$ cat src/rtl/async_fifo_pkg.sv
// async_fifo_pkg: default geometry shared by the FIFO control logic and its storage.
// Rev 1.0
`default_nettype none

package async_fifo_pkg;
  localparam int DATA_WIDTH_DEF = 8;
  localparam int ADDR_WIDTH_DEF = 4;
  localparam int PTR_WIDTH_DEF  = ADDR_WIDTH_DEF + 1;
endpackage

`default_nettype wire

$ cat src/rtl/async_fifo_mem.sv
// async_fifo_mem: 2^ADDR_WIDTH x DATA_WIDTH storage, one synchronous write port and one registered read port.
// Rev 1.0
`default_nettype none

module async_fifo_mem
  import async_fifo_pkg::*;
#(
  parameter int DATA_WIDTH = DATA_WIDTH_DEF,
  parameter int ADDR_WIDTH = ADDR_WIDTH_DEF
) (
  input  logic                  clk,
  input  logic                  rst,
  input  logic                  we_i,
  input  logic [ADDR_WIDTH-1:0] waddr_i,
  input  logic [DATA_WIDTH-1:0] wdata_i,
  input  logic                  re_i,
  input  logic [ADDR_WIDTH-1:0] raddr_i,
  output logic [DATA_WIDTH-1:0] rdata_o
);
  localparam int DEPTH = 1 << ADDR_WIDTH;

  logic [DATA_WIDTH-1:0] mem_q [DEPTH];
  logic [DATA_WIDTH-1:0] rdata_q;

  // The array itself carries no reset; only the read register is cleared.
  always_ff @(posedge clk) begin
    if (we_i) begin
      mem_q[waddr_i] <= wdata_i;
    end
  end

  always_ff @(posedge clk) begin
    if (rst) begin
      rdata_q <= '0;
    end else if (re_i) begin
      rdata_q <= mem_q[raddr_i];
    end
  end

  assign rdata_o = rdata_q;
endmodule

`default_nettype wire

$ cat src/rtl/async_fifo.sv
// async_fifo: single-clock FIFO with binary wrap-bit pointers and registered read data.
// Optional ASYNC_FIFO_ERR_FLAGS_EN adds sticky overflow/underflow outputs. Rev 1.0
`default_nettype none

module async_fifo
  import async_fifo_pkg::*;
#(
  parameter int DATA_WIDTH = DATA_WIDTH_DEF,
  parameter int ADDR_WIDTH = ADDR_WIDTH_DEF
) (
  input  logic                  clk,
  input  logic                  rst,
  input  logic [DATA_WIDTH-1:0] wrdata,
  input  logic                  wren,
  input  logic                  rden,
  output logic [DATA_WIDTH-1:0] rddata,
`ifdef ASYNC_FIFO_ERR_FLAGS_EN
  output logic                  overflow,
  output logic                  underflow,
`endif
  output logic                  full,
  output logic                  empty
);
  localparam int               PTR_W   = ADDR_WIDTH + 1;
  localparam logic [PTR_W-1:0] PTR_ONE = {{ADDR_WIDTH{1'b0}}, 1'b1};

  logic [PTR_W-1:0] wr_ptr_q, wr_ptr_d;
  logic [PTR_W-1:0] rd_ptr_q, rd_ptr_d;
  logic             wr_acc, rd_acc;

  // Flags come straight from the registered pointers, so they track each edge.
  assign empty = (wr_ptr_q == rd_ptr_q);
  assign full  = (wr_ptr_q[ADDR_WIDTH-1:0] == rd_ptr_q[ADDR_WIDTH-1:0]) &&
                 (wr_ptr_q[ADDR_WIDTH] != rd_ptr_q[ADDR_WIDTH]);

  assign wr_acc = wren && !full && !rst;
  assign rd_acc = rden && !empty && !rst;

  always_comb begin
    wr_ptr_d = wr_ptr_q;
    rd_ptr_d = rd_ptr_q;
    if (wr_acc) wr_ptr_d = wr_ptr_q + PTR_ONE;
    if (rd_acc) rd_ptr_d = rd_ptr_q + PTR_ONE;
  end

  always_ff @(posedge clk) begin
    if (rst) begin
      wr_ptr_q <= '0;
      rd_ptr_q <= '0;
    end else begin
      wr_ptr_q <= wr_ptr_d;
      rd_ptr_q <= rd_ptr_d;
    end
  end

`ifdef ASYNC_FIFO_ERR_FLAGS_EN
  logic overflow_q, underflow_q;

  always_ff @(posedge clk) begin
    if (rst) begin
      overflow_q  <= 1'b0;
      underflow_q <= 1'b0;
    end else begin
      if (wren && full)  overflow_q  <= 1'b1;
      if (rden && empty) underflow_q <= 1'b1;
    end
  end

  assign overflow  = overflow_q;
  assign underflow = underflow_q;
`endif

  async_fifo_mem #(
    .DATA_WIDTH (DATA_WIDTH),
    .ADDR_WIDTH (ADDR_WIDTH)
  ) u_mem (
    .clk     (clk),
    .rst     (rst),
    .we_i    (wr_acc),
    .waddr_i (wr_ptr_q[ADDR_WIDTH-1:0]),
    .wdata_i (wrdata),
    .re_i    (rd_acc),
    .raddr_i (rd_ptr_q[ADDR_WIDTH-1:0]),
    .rdata_o (rddata)
  );
endmodule

`default_nettype wire

$ cat config.mk
export PLATFORM = sky130hd
export DESIGN_NAME = async_fifo
export DESIGN_NICKNAME = d
export VERILOG_FILES = /design/src/rtl/async_fifo_pkg.sv /design/src/rtl/async_fifo_mem.sv /design/src/rtl/async_fifo.sv
export SDC_FILE = /design/constraint.sdc
export NUM_CORES = 1
export LEC_CHECK = 0
export CORE_MARGIN = 5
export CORE_UTILIZATION = 60
export DETAILED_ROUTE_END_ITERATION = 16
export GPL_ROUTABILITY_DRIVEN = 0
export HOLD_SLACK_MARGIN = 0.06
export PLACE_DENSITY = 0.79
export SYNTH_ARGS = -nofsm -noshare
export SYNTH_HDL_FRONTEND = slang
export SYNTH_SLANG_ARGS = --single-unit
$ cat constraint.sdc
create_clock -name clk -period 3.06 [get_ports clk]
set_input_delay 0.918 -clock clk [delete_from_list [all_inputs] [get_ports clk]]
set_output_delay 0.918 -clock clk [all_outputs]
set_load 0.1 [all_outputs]
==> results.toml <==
[clocking]
clkLatencyLatePin_ns = 0.52
clock-sinks = 146
cts_tree = "built"
worst_setup_hold_path_clk_slew_ns = 0.06
cts_root_buf = "sky130_fd_sc_hd__clkbuf_8"
hold_buffers = 0
htree_levels = 4
post_cts_gate_resize_count = 0
cts_inserted_buffers = 17
clk_buf_depth = 2
buffers_inserted_by_post_cts_timing_repair = 0

[power_and_ir_drop]
sequential_fraction_of_design_power = 0.462
combPwrFrac = 0.148
clkPwrFrac = 0.391
power.leakage_nw = 2.25
power.density_nw_per_um2 = 696
cell_internal_pwr_w = 0.00352
irDropWorstVdd_mv = 0.524
switching_share = 0.273
net-switching-power_w = 0.00132

[synthesis]
syn_area_um2 = 5950
synth-edff-count = 128
postSynthCellCount = 329
synth_top_cell_by_area = "sky130_fd_sc_hd__edfxtp_1"
synth_fp_nets = 346
yosys_warnings = 0
yosys-top-cells-count = "sky130_fd_sc_hd__edfxtp_1, sky130_fd_sc_hd__mux4_1, sky130_fd_sc_hd__dfxtp_1, sky130_fd_sc_hd__nor2_1"
synthDominantCellAreaShare = 0.646
async_set_reset_flop_share_out_of_synthesis = 0
yosysUniqueCellTypes = 34
dominantRegCellSynth = "sky130_fd_sc_hd__edfxtp_1"
yosysSeqAreaShare = 0.706
syn_area_per_cell_um2 = 18.1
post_synth_main_area_contributors = "sky130_fd_sc_hd__edfxtp_1, sky130_fd_sc_hd__mux4_1, sky130_fd_sc_hd__dfxtp_1"
synth-seq-cells = 146
synthMostInstantiatedCell = "sky130_fd_sc_hd__edfxtp_1"

[timing]
max-slew-margin-rel = 0.423
max_freq_mhz = 361
final-setup-viol-count = 0
layout_setup_ws_ns = 0.289
period_share = 0.906
clock_skew_ns = 0.00653
hold_viol = 0
maxSlewViolCount = 0
max_slew.worst_pin.slew_ns = 0.862
period_minus_slack_ns = 2.77
grt_setup_unrepaired = "no"

[routing]
vias_after_detailed_routing = 3187
initialDrtViolationCount = 244
detail-route-antenna-nets = 0
route.detailed.vias_per_inst = 6.15
drc = 0
drt-total-wl_um = 12000
drt_pre_antenna_iters = 5
routed_wire_length_per_instance_um = 23.2

[cells_and_area]
antenna-diode-count = 0
post_route_cells_drive_above_1_share = 0.221
finish.net_count = 389
fillCellCount = 577
area_growth_from_synthesis_to_layout_pct = 16.9
stdcell_area_um2 = 6960

[placed_design]
placed_cell_area_um2 = 6400
detailed_place_hpwl_um = 7390
input_output_buffers = 21
pre_cts_slack_ns = 0.463

[worst_hold_path]
worstHoldStart = "u_mem.rdata_o[0]$_SDFFE_PP0P_"
worst_hold_path_type = "register to register"

[floorplan]
row_count = 36
start_util = 0.612
ios = 22
die-area_um2 = 12000
core_region_area_um2 = 9730
floorplan.die.height_um = 110
die_width_um = 110

[critical_path]
critPathLaunchType = "register"
path_class = "register to output port"
timing.critical_path.to_type = "output port"
critical_path_required_ns = 2.14
r2r_start = "rd_ptr_q[2]$_SDFFE_PP0P_"
crit_path_max_fanout = 10
worstSetupStartpoint = "rd_ptr_q[1]$_SDFFE_PP0P_"
worst_ep_arrival_time_ns = 1.85

[global_route]
global_route_wire_length_before_repair_um = 18700
groute.usage.overall = 0.224
grt_max_degree = 44
grt.overflow.total = 0
grt_pass1_vias = 3141
grt_antenna_before_repair = 0

[run]
max_cap_viol_count = 0

[outcome]
run_status = "finished clean"
## cell usage in the layout (no fill, tap or decap), types with 5 or more instances in the layout
cell	Yosys	final
sky130_fd_sc_hd__xnor2_1	7	7
sky130_fd_sc_hd__mux2_2	16	16
sky130_fd_sc_hd__edfxtp_1	128	128
sky130_fd_sc_hd__ha_1	5	5
sky130_fd_sc_hd__nor4_1	8	8
sky130_fd_sc_hd__buf_4	1	31
sky130_fd_sc_hd__clkbuf_16	0	16
sky130_fd_sc_hd__clkinv_4	0	5
sky130_fd_sc_hd__nor2_1	18	18
sky130_fd_sc_hd__nor3_1	12	12
sky130_fd_sc_hd__clkinvlp_4	0	5
sky130_fd_sc_hd__dfxtp_1	18	17
sky130_fd_sc_hd__mux4_1	23	23
sky130_fd_sc_hd__xor2_1	6	6
sky130_fd_sc_hd__mux2i_1	9	9
sky130_fd_sc_hd__clkdlybuf4s50_1	0	11
sky130_fd_sc_hd__a211oi_1	16	16
sky130_fd_sc_hd__nand2b_1	5	5
sky130_fd_sc_hd__o22ai_1	8	8
## flip-flops by register name, indices dropped and copies added, names as in the netlist
signal         flops
rd_ptr_q           5
u_mem.mem_q      128
u_mem.rdata_o      8
wr_ptr_q           5
## layout make-up
class                   count  area [µm²]  share of cell area
flip-flops and latches    146        4210               0.605
multi-input cells         158        1610               0.232
clock buffers              18         418              0.0601
repair buffers             45         403              0.0579
well taps                 133         166              0.0239
clock inverters            14         134              0.0192
inverters                   4        15.0             0.00216
## power by group through the flow
stage | sequential, W | clock (W) | combinational (W)
after detailed placement | 0.00228 | 0 | 0.000712
after global routing | 0.00224 | 0.00201 | 0.000757
after global placement | 0.00228 | 0 | 0.000704
after CTS | 0.00224 | 0.00191 | 0.000721
final | 0.00224 | 0.00189 | 0.000715
after floorplan | 0.00245 | 0 | 0.000333
## routing by layer
metal | share of wire | global-route usage
met5 | 0 | 0
met4 | 0.020 | 0.0730
met3 | 0.058 | 0.0570
met2 | 0.49 | 0.344
met1 | 0.43 | 0.318
## path summary, 6_finish.rpt
path         slack (ns)  cells after the start                            end
max                0.29                      4                           full
min reg2reg        0.49                      2  u_mem.rdata_o[0]$_SDFFE_PP0P_
min                0.49                      2  u_mem.rdata_o[0]$_SDFFE_PP0P_
max reg2reg        0.74                      6  u_mem.rdata_o[6]$_SDFFE_PP0P_
## worst max-delay path, stage by stage (launching register included)
cell	delay (ns)
sky130_fd_sc_hd__dfxtp_1	0.45
sky130_fd_sc_hd__xnor2_1	0.17
sky130_fd_sc_hd__nand4_2	0.25
sky130_fd_sc_hd__nor2_1	0.26
sky130_fd_sc_hd__buf_12	0.21
## through the flow
stage / instances / util / total power, W / TNS, ns / hold slack, ns
global route: 518 / 0.715 / 0.00501 / 0 / 0.516
finish: 518 / 0.715 / 0.00484 / 0 / 0.494
detailed placement: 486 / 0.658 / 0.00299 / 0 / 0.486
CTS: 518 / 0.715 / 0.00487 / 0 / 0.499
global placement: 486 / 0.658 / 0.00298 / 0 / 0.482
floorplan: 329 / - / 0.00278 / -0.000496 / 0.538
## kinds of logic (layout without fill, tap and decap cells)
group / Yosys count / after routing / synth area share
xor+xnor: 13 / 13 / 0.0191
flops: 146 / 146 / 0.706
compound gates: 35 / 35 / 0.0408
simple gates: 56 / 56 / 0.0500
fa+ha+maj: 5 / 5 / 0.0105
buf+inv: 25 / 81 / 0.0223
mux: 49 / 49 / 0.151
Power figures use the tool's default switching activity.
